===== src/rtl/sar_search_ctrl.sv =====
// sar_search_ctrl
// ---------------------------------------------------------------------------
// Successive-approximation search controller. It drives an 8-bit trial value
// into an external comparator (A = unknown value, B = trial). It reads the
// AltB/AeqB/AgtB flags back and resolves A one bit at a time, from the MSB
// down. A search stops early when the comparator reports equality.
//
// Optional feature: define SAR_FLAG_CHECK_EN to enable illegal-flag checking.
// Any comparator flag pattern that is not exactly one-hot then aborts the
// search and raises 'error'. In the default build, 'error' is tied low and the
// flags are resolved with priority AeqB > AgtB > AltB.
//
// Ports
//   clk      in   1  sole clock, rising edge
//   reset    in   1  synchronous active-high reset
//   start    in   1  search request, sampled only in IDLE
//   AltB     in   1  comparator: A <  trial
//   AeqB     in   1  comparator: A == trial
//   AgtB     in   1  comparator: A >  trial
//   trial    out  8  registered trial value to the comparator B input
//   busy     out  1  high in CMP and DONE
//   done     out  1  one-cycle completion pulse (state DONE)
//   result   out  8  search result, held until the next start
//   found    out  1  AeqB was seen during the search
//   probes   out  4  compare cycles used by the current/last search (0..8)
//   error    out  1  illegal-flag abort indicator
// ---------------------------------------------------------------------------
module sar_search_ctrl (
  input  logic       clk,
  input  logic       reset,
  input  logic       start,
  input  logic       AltB,
  input  logic       AeqB,
  input  logic       AgtB,
  output logic [7:0] trial,
  output logic       busy,
  output logic       done,
  output logic [7:0] result,
  output logic       found,
  output logic [3:0] probes,
  output logic       error
);

  typedef enum logic [1:0] {
    IDLE = 2'd0,
    CMP  = 2'd1,
    DONE = 2'd2
  } state_t;

  state_t     state_q, state_d;
  logic [7:0] trial_q, trial_d;
  logic [7:0] mask_q, mask_d;
  logic [7:0] acc_q, acc_d;
  logic [7:0] result_q, result_d;
  logic       found_q, found_d;
  logic [3:0] probes_q, probes_d;
  logic [7:0] acc_nxt;
  logic       flag_bad;

`ifdef SAR_FLAG_CHECK_EN
  logic       error_q, error_d;

  // The comparator must report exactly one relation per probe. Any other
  // pattern (none, or more than one flag) means the comparator or its wiring
  // is broken, so the search result cannot be trusted.
  assign flag_bad = ~((AltB & ~AeqB & ~AgtB) |
                      (~AltB & AeqB & ~AgtB) |
                      (~AltB & ~AeqB & AgtB));
  assign error    = error_q;
`else
  assign flag_bad = 1'b0;
  assign error    = 1'b0;
`endif

  // Next-state and datapath logic. Each CMP cycle is one probe. The flags
  // describe the trial value held during this cycle. A "greater" answer keeps
  // the current trial bit in the accepted bits. The next trial is then built
  // from the accepted bits plus the next lower mask bit.
  always_comb begin
    state_d  = state_q;
    trial_d  = trial_q;
    mask_d   = mask_q;
    acc_d    = acc_q;
    result_d = result_q;
    found_d  = found_q;
    probes_d = probes_q;
    acc_nxt  = acc_q;
`ifdef SAR_FLAG_CHECK_EN
    error_d  = error_q;
`endif

    case (state_q)
      IDLE: begin
        if (start) begin
          trial_d  = 8'h80;
          mask_d   = 8'h80;
          acc_d    = 8'h00;
          probes_d = 4'd0;
          found_d  = 1'b0;
`ifdef SAR_FLAG_CHECK_EN
          error_d  = 1'b0;
`endif
          state_d  = CMP;
        end
      end

      CMP: begin
        probes_d = probes_q + 4'd1;
        if (flag_bad) begin
          // Abort with the bits resolved so far as the best-effort result.
`ifdef SAR_FLAG_CHECK_EN
          error_d  = 1'b1;
`endif
          result_d = acc_q;
          found_d  = 1'b0;
          state_d  = DONE;
        end else if (AeqB) begin
          result_d = trial_q;
          found_d  = 1'b1;
          state_d  = DONE;
        end else begin
          // With no flag at all, acc is kept as if AltB had been reported.
          if (AgtB) begin
            acc_nxt = trial_q;
          end else if (AltB) begin
            acc_nxt = acc_q;
          end
          acc_d = acc_nxt;
          if (mask_q == 8'h01) begin
            result_d = acc_nxt;
            found_d  = 1'b0;
            state_d  = DONE;
          end else begin
            mask_d  = mask_q >> 1;
            trial_d = acc_nxt | (mask_q >> 1);
          end
        end
      end

      DONE: begin
        state_d = IDLE;
      end

      default: begin
        state_d = IDLE;
      end
    endcase
  end

  // State register. Reset wins over everything, including a search that is
  // in flight. An aborted search produces no done pulse.
  always_ff @(posedge clk) begin
    if (reset) begin
      state_q  <= IDLE;
      trial_q  <= 8'h00;
      mask_q   <= 8'h80;
      acc_q    <= 8'h00;
      result_q <= 8'h00;
      found_q  <= 1'b0;
      probes_q <= 4'd0;
`ifdef SAR_FLAG_CHECK_EN
      error_q  <= 1'b0;
`endif
    end else begin
      state_q  <= state_d;
      trial_q  <= trial_d;
      mask_q   <= mask_d;
      acc_q    <= acc_d;
      result_q <= result_d;
      found_q  <= found_d;
      probes_q <= probes_d;
`ifdef SAR_FLAG_CHECK_EN
      error_q  <= error_d;
`endif
    end
  end

  assign trial  = trial_q;
  assign busy   = (state_q == CMP) || (state_q == DONE);
  assign done   = (state_q == DONE);
  assign result = result_q;
  assign found  = found_q;
  assign probes = probes_q;

endmodule


===== config.mk =====
export PLATFORM = sky130hd
export DESIGN_NAME = sar_search_ctrl
export DESIGN_NICKNAME = d
export VERILOG_FILES = /design/src/rtl/sar_search_ctrl.sv
export SDC_FILE = /design/constraint.sdc
export NUM_CORES = 1
export LEC_CHECK = 0
export BUFFER_PORTS_ARGS = -buffer_cell sky130_fd_sc_hd__buf_2
export CORE_AREA = 2 2 60 62
export DETAILED_ROUTE_END_ITERATION = 8
export DIE_AREA = 0 0 62 64
export GPL_TIMING_DRIVEN = 0
export PLACE_DENSITY = 0.81
export SLEW_MARGIN = 30
export SYNTH_ARGS = -nofsm -noshare
export SYNTH_HDL_FRONTEND = slang
export SYNTH_SLANG_ARGS = --single-unit
export TNS_END_PERCENT = 5

===== constraint.sdc =====
create_clock -name clk -period 2.5 [get_ports clk]
set_input_delay 0.125 -clock clk [delete_from_list [all_inputs] [get_ports clk]]
set_output_delay 0.125 -clock clk [all_outputs]
set_load 0.005 [all_outputs]

## Yosys cells after proc, flatten, opt, wreduce, memory -nomap -nowiden

Index checks and enable logic that the tools add are counted.

| operators by class | value |
|---|---|
| bitwise logic cells | 1 |
| add/subtract/negate cells | 1 |
| reduce and logical (&&, ||, !) cells | 10 |
| equal/unequal tests | 7 |
| mux-type cells | 25 |

Operators with widths:

| kind | number |
|---|---|
| two-way mux 8 bit | 12 |
| case mux 8 bit (2 select lines) | 3 |
| == test 8 x 1 -> 1 bit, second input constant | 1 |
| bitwise OR 8 x 7 -> 8 bit | 1 |
| case mux 4 bit (2 select lines) | 1 |
| two-way mux 2 bit | 3 |
| != test 2 bit, second input constant | 3 |
| AND reduction 2 bit | 3 |
| AND reduction 3 bit | 2 |
| adder 4 x 1 -> 4 bit, second input constant | 1 |
| two-way mux 4 bit | 1 |
| case mux 2 bit (2 select lines) | 1 |
| AND reduction 4 bit | 1 |
| nonzero test 2 bit | 2 |
| two-way mux 1 bit | 3 |
| != test 3 bit, second input constant | 1 |
| == test 2 x 1 -> 1 bit, second input constant | 1 |
| == test 2 bit, second input constant | 1 |
| zero test 2 bit | 1 |
| case mux 1 bit (2 select lines) | 1 |
| logical OR 1 bit | 1 |

| storage, ports and cells | value |
|---|---|
| bits in registers | 39 |
| logic and storage cells | 51 |

## Depth between registers and ports, before layout

| depth | value |
|---|---|
| depth in word-level cells | 7 |
| mapped depth | 8 |
| depth with buffers taken out | 6 |

## Least setup slack after synthesis

Ideal clock, no wire load.

| path | value |
|---|---|
| path kind | flip-flop to flip-flop |
| start point | register state_q[1] |
| end point | register trial_q[4] (netlist: trial[4]) |
| period minus slack after synthesis | 1,599 ps |
| data arrival time | 1,529 ps |
| data required time | 2,430 ps |
| cell stages (with the launch flop) | 8 |
| slack | 901 ps |
| buffers on the path | 1 |
| cells stage by stage | dfxtp_1 -> inv_1 -> ha_1 -> mux2i_1 -> buf_2 -> nor2_1 -> a211oi_2 -> o2bb2ai_1 |

| on the way | value |
|---|---|
| word-level cells in the longest chain between the ends | 3 |
| elaborated cells on any way between the ends | 8 |
| those cells by class | eq/ne: 4; mux: 1; reduce/logical: 3 |

Ends and longest elaborated chain:

| what | RTL line | source |
|---|---|---|
| from (decl) | 50 | `state_t state_q, state_d;` |
| from (signal assigned) | 165 | `state_q <= state_d;` |
| == test 2 x 1 -> 1 bit or zero test 2 bit (tied branches) | 92 | `case (state_q)` |
| != test 2 bit (no line) or nonzero test 2 bit (tied branches) | n/a |  |
| AND reduction 4 bit (no line) | n/a |  |
| to (signal assigned) | 166 | `trial_q <= trial_d;` |
| to (decl) | 51 | `logic [7:0] trial_q, trial_d;` |

Parallel ways exist; a longest one is shown, timed or not.
A chain may end at the register's enable or synchronous reset.

## Final worst setup path

| path | value |
|---|---|
| start point | register state_q[1] |
| end point | register trial_q[3] (netlist: trial[3]) |

The elaborated chain is that of the path after synthesis.

==> results.md <==
CTS:
- CTS built an H-tree with a depth of 2.
- The count of instances resized after the clock tree is built is 0.
- The clock passes through at most 2 buffers.
- At the later pin of the worst-skew pair, clock insertion delay measures 350 ps.
- The count of clock tree sinks is 39.
- Clock-pin slew was measured on the worst setup and hold paths at 110 ps.
- The clock buffer count from CTS is 5.
- The clock tree from TritonCTS is yes.
- The clock root buffer is clkbuf_4.
- The setup fix buffers added after clock tree synthesis is 0.
- The number of buffers added to fix hold violations after cts is 0.

Synthesis:
- Counting flops with an async set or reset pin after synthesis yields a share of 0%.
- The cell area after technology mapping is 1894 sq um.
- After synthesis the netlist holds a flip-flop and latch count of 39.
- The number of cells produced by synthesis is ~220.
- The number of warning messages in the yosys log is 0.
- The average footprint of a synthesized cell is between 8 and 9 sq um.
- The number of enable-type register cells in the synthesized netlist is 0.
- The net count of the mapped netlist is 229.
- The dominant register cell in the synthesized netlist is dfxtp_1.
- The number of different library cells in the post-synthesis netlist is 43.
- The share of the Yosys chip area taken by registers is 41.22%.

Worst setup path:
- The maximum fanout encountered on the critical timing path is 10.
- The slack of the worst reg-to-reg path is roughly 470 ps.
- The startpoint-to-endpoint class of the critical path is flop to flop.
- The worst endpoint required time is about 2800 ps.
- The worst setup path startpoint is state_q[1].
- The critical register-to-register path startpoint is state_q[1].
- The endpoint kind of the worst setup timing path is a flop.
- The worst setup path is launched from a flop.
- Data arrives at the worst endpoint at 2310 ps.

Placed design:
- In this run the tool buffered the top-level ports with 26 buffer cells.
- Including well taps, the total number of placed cells is between 200 and 300.
- Once placement finished, the instance area stood at between 2000 and 2500 sq um.
- After legalization and detailed placement, the total HPWL measured 3260 um.
- The placer congestion estimate is a little under 0.9.

Cells and area:
- The antenna diode instance count is 0.
- The synthesis-to-layout area growth is 12.09%.
- The most common cell after layout, fill and taps aside is dfxtp_1.
- The fraction of final layout cells with drive strength greater than 1 is a little under a fifth.
- The final net count is 262.
- Measured on the finished design, the core utilization comes to 64.65%.
- The count of fill cells added during filler insertion is between 200 and 300.
- The final standard cell area without fillers is 2123 sq um.
- The top cell types in the final layout, fill and taps aside, are 39 x dfxtp_1, 30 x buf_2, 21 x a21oi_1.
- After the flow finishes, the layout carries non-filler instances totaling about 300.

Flow run:
- Across the run, the number of max-cap violations was 0.

Floorplanning:
- In this run the horizontal extent of the chip is 62 um.
- In this run the vertical extent of the chip is ~64 um.
- The effective utilization at floorplan is 57.68%.
- The floorplan step defined a die boundary enclosing approximately 4000 sq um.
- The I/O pin total is 30.
- The placeable core region is roughly 3300 sq um.
- After floorplanning, the core was divided into 21 placement rows.

Drt:
- The pre-antenna-repair detailed-routing pass consisted of 4 iterations.
- The number of remaining DRC errors is 0.
- The routed layout has roughly 1800 vias.
- The post-detailed-route count of antenna-violating nets is 0.
- The routed wire length is about 4600 um.
- The DRC marker count from the first detailed-route iteration is between 100 and 150.
- The via density per instance is approximately 6.
- The average routed wire per standard cell is 15.63 um.

Global route:
- Global routing used 4.656% of the available met3 tracks.
- The via count of the first global-routing pass is ~1600.
- The first global-routing pass estimated about 7700 um of wire.
- Entering global routing, the biggest net connects 11 pins.
- In this run the most used layer during global routing was met2.
- The number of antenna violations at the first check in global routing is 0.
- In the global route stage, met2 resource usage came out at 38.67%.
- Across every metal layer, demand over resource in global routing totals approximately a quarter.
- The met1 usage is 35.45%.
- For this run the aggregate overflow at the end of global routing stands at 0.

Timing:
- For the pin with the worst max-slew slack, the measured transition is 678.5 ps.
- The count of final hold-check violations came to 0.
- Based on the critical path, the design can be clocked at up to between 400 and 500 MHz.
- After layout, the worst path uses between 80% and 90% of the clock period.
- The worst pin sits at a relative slew slack of between 50% and 60%.
- The total count of max-transition violations in the final report is 0.
- The number of setup violations in the final report is 0.
- The worst path in the final design needs a cycle of 2030 ps, including I/O delays and setup.
- Setup repair after global routing left no endpoint under its margin.
- The hold slack is between 50 and 60 ps.
- Clock skew on the completed layout was measured at about 13 ps.
- The sum of negative setup slack is 0 ps.

Power:
- The largest vdd supply drop is just over 400 uV.
- The cell leakage power is 0.8361 nW.
- The total power per unit cell area is between 500 and 600 nW/um^2.

Outcome:
- The run finished with clean final reports.

Worst hold path:
- The worst hold path belongs to the class input pin to flop.
- The startpoint identified for the worst hold timing path is start.
[layer usage]
layer	vias to the layer above	wire length, um
met5	-	0
met4	0	102
met3	11	307
met2	67	2250
met1	835	1982
li1	859	-
[final cells by class]
| cell class | instances | area, sq um | share of cell area, % |
|---|---|---|---|
| clock buffers | 6 | 41.29 | 1.945 |
| flip-flops and latches | 39 | 780.7 | 36.77 |
| well taps | 46 | 57.56 | 2.711 |
| inverters | 4 | 15.01 | 0.7071 |
| multi-input cells | 160 | 1018 | 47.97 |
| plain buffers | 16 | 80.08 | 3.771 |
| repair buffers | 26 | 130.1 | 6.128 |
[worst max-delay path: stages (launching register included)]
cell	delay (ps)
dfxtp_1	330
inv_1	110
ha_1	270
mux2i_1	270
buf_2	290
nor2_1	110
a211oi_2	420
o2bb2ai_1	160
[cell usage after synthesis, types with 2 or more instances]
library cell | count | area (sq um)
buf_2 | 4 | 20.02
a211oi_1 | 3 | 22.52
a21oi_1 | 21 | 105.1
nor2b_1 | 7 | 43.79
o21ai_0 | 4 | 20.02
nand3_1 | 8 | 40.04
nor4_1 | 2 | 12.51
mux2i_1 | 2 | 20.02
o21ai_1 | 9 | 45.04
nor3_1 | 4 | 20.02
buf_4 | 2 | 15.01
a32oi_1 | 3 | 26.28
mux2_2 | 3 | 33.78
inv_1 | 4 | 15.01
dfxtp_1 | 39 | 780.8
o32ai_1 | 2 | 17.52
o2bb2ai_1 | 6 | 52.55
and3_1 | 4 | 25.02
nand2b_1 | 4 | 25.02
a22oi_1 | 2 | 15.01
a211oi_2 | 2 | 25.02
a22o_1 | 7 | 61.31
nand2_1 | 20 | 75.07
ha_1 | 4 | 50.05
a31oi_1 | 6 | 37.54
clkbuf_1 | 7 | 26.28
nor2_1 | 15 | 56.30
a21o_1 | 4 | 30.03
buf_1 | 2 | 7.510
nand3b_1 | 5 | 37.54
and2_1 | 2 | 12.51
[registers in the layout, indices dropped and copies added (netlist names)]
signal / cells
acc_q: 8
mask_q: 8
result: 8
trial: 8
probes: 4
state_q: 2
found: 1
[logic make-up after synthesis]
logic type,count (synthesis),synth area share [%]
compound gates,72,25.69
mux,5,2.840
buf+inv,20,5.020
other cells,1,0.1980
fa+ha+maj,4,2.642
flops,39,41.22
simple gates,78,22.39
[report_power, final]
group / internal (W) / switching (W) / total [W]
Clock: 0.000100 / 0.000191 / 0.000291
Combinational: 0.0000594 / 0.000130 / 0.000190
Sequential: 0.000633 / 0.0000103 / 0.000643
[worst paths after layout]
check	endpoint	cells past startpoint
worst max-delay path	trial[3]	7
worst min-delay path	acc_q[7]	3
worst max register to register	trial[3]	7
worst min register to register	acc_q[3]	2
[through the flow]
step | setup WS (ps) | total power, W
after global routing | 268.2 | 0.001178
after floorplan | 900.9 | 0.0007849
after global placement | 598.2 | 0.0008389
after CTS | 536.3 | 0.001122
after detailed placement | 566.7 | 0.0008421
final | 469.9 | 0.001124
Note: power is estimated with default switching activity, not from simulation.
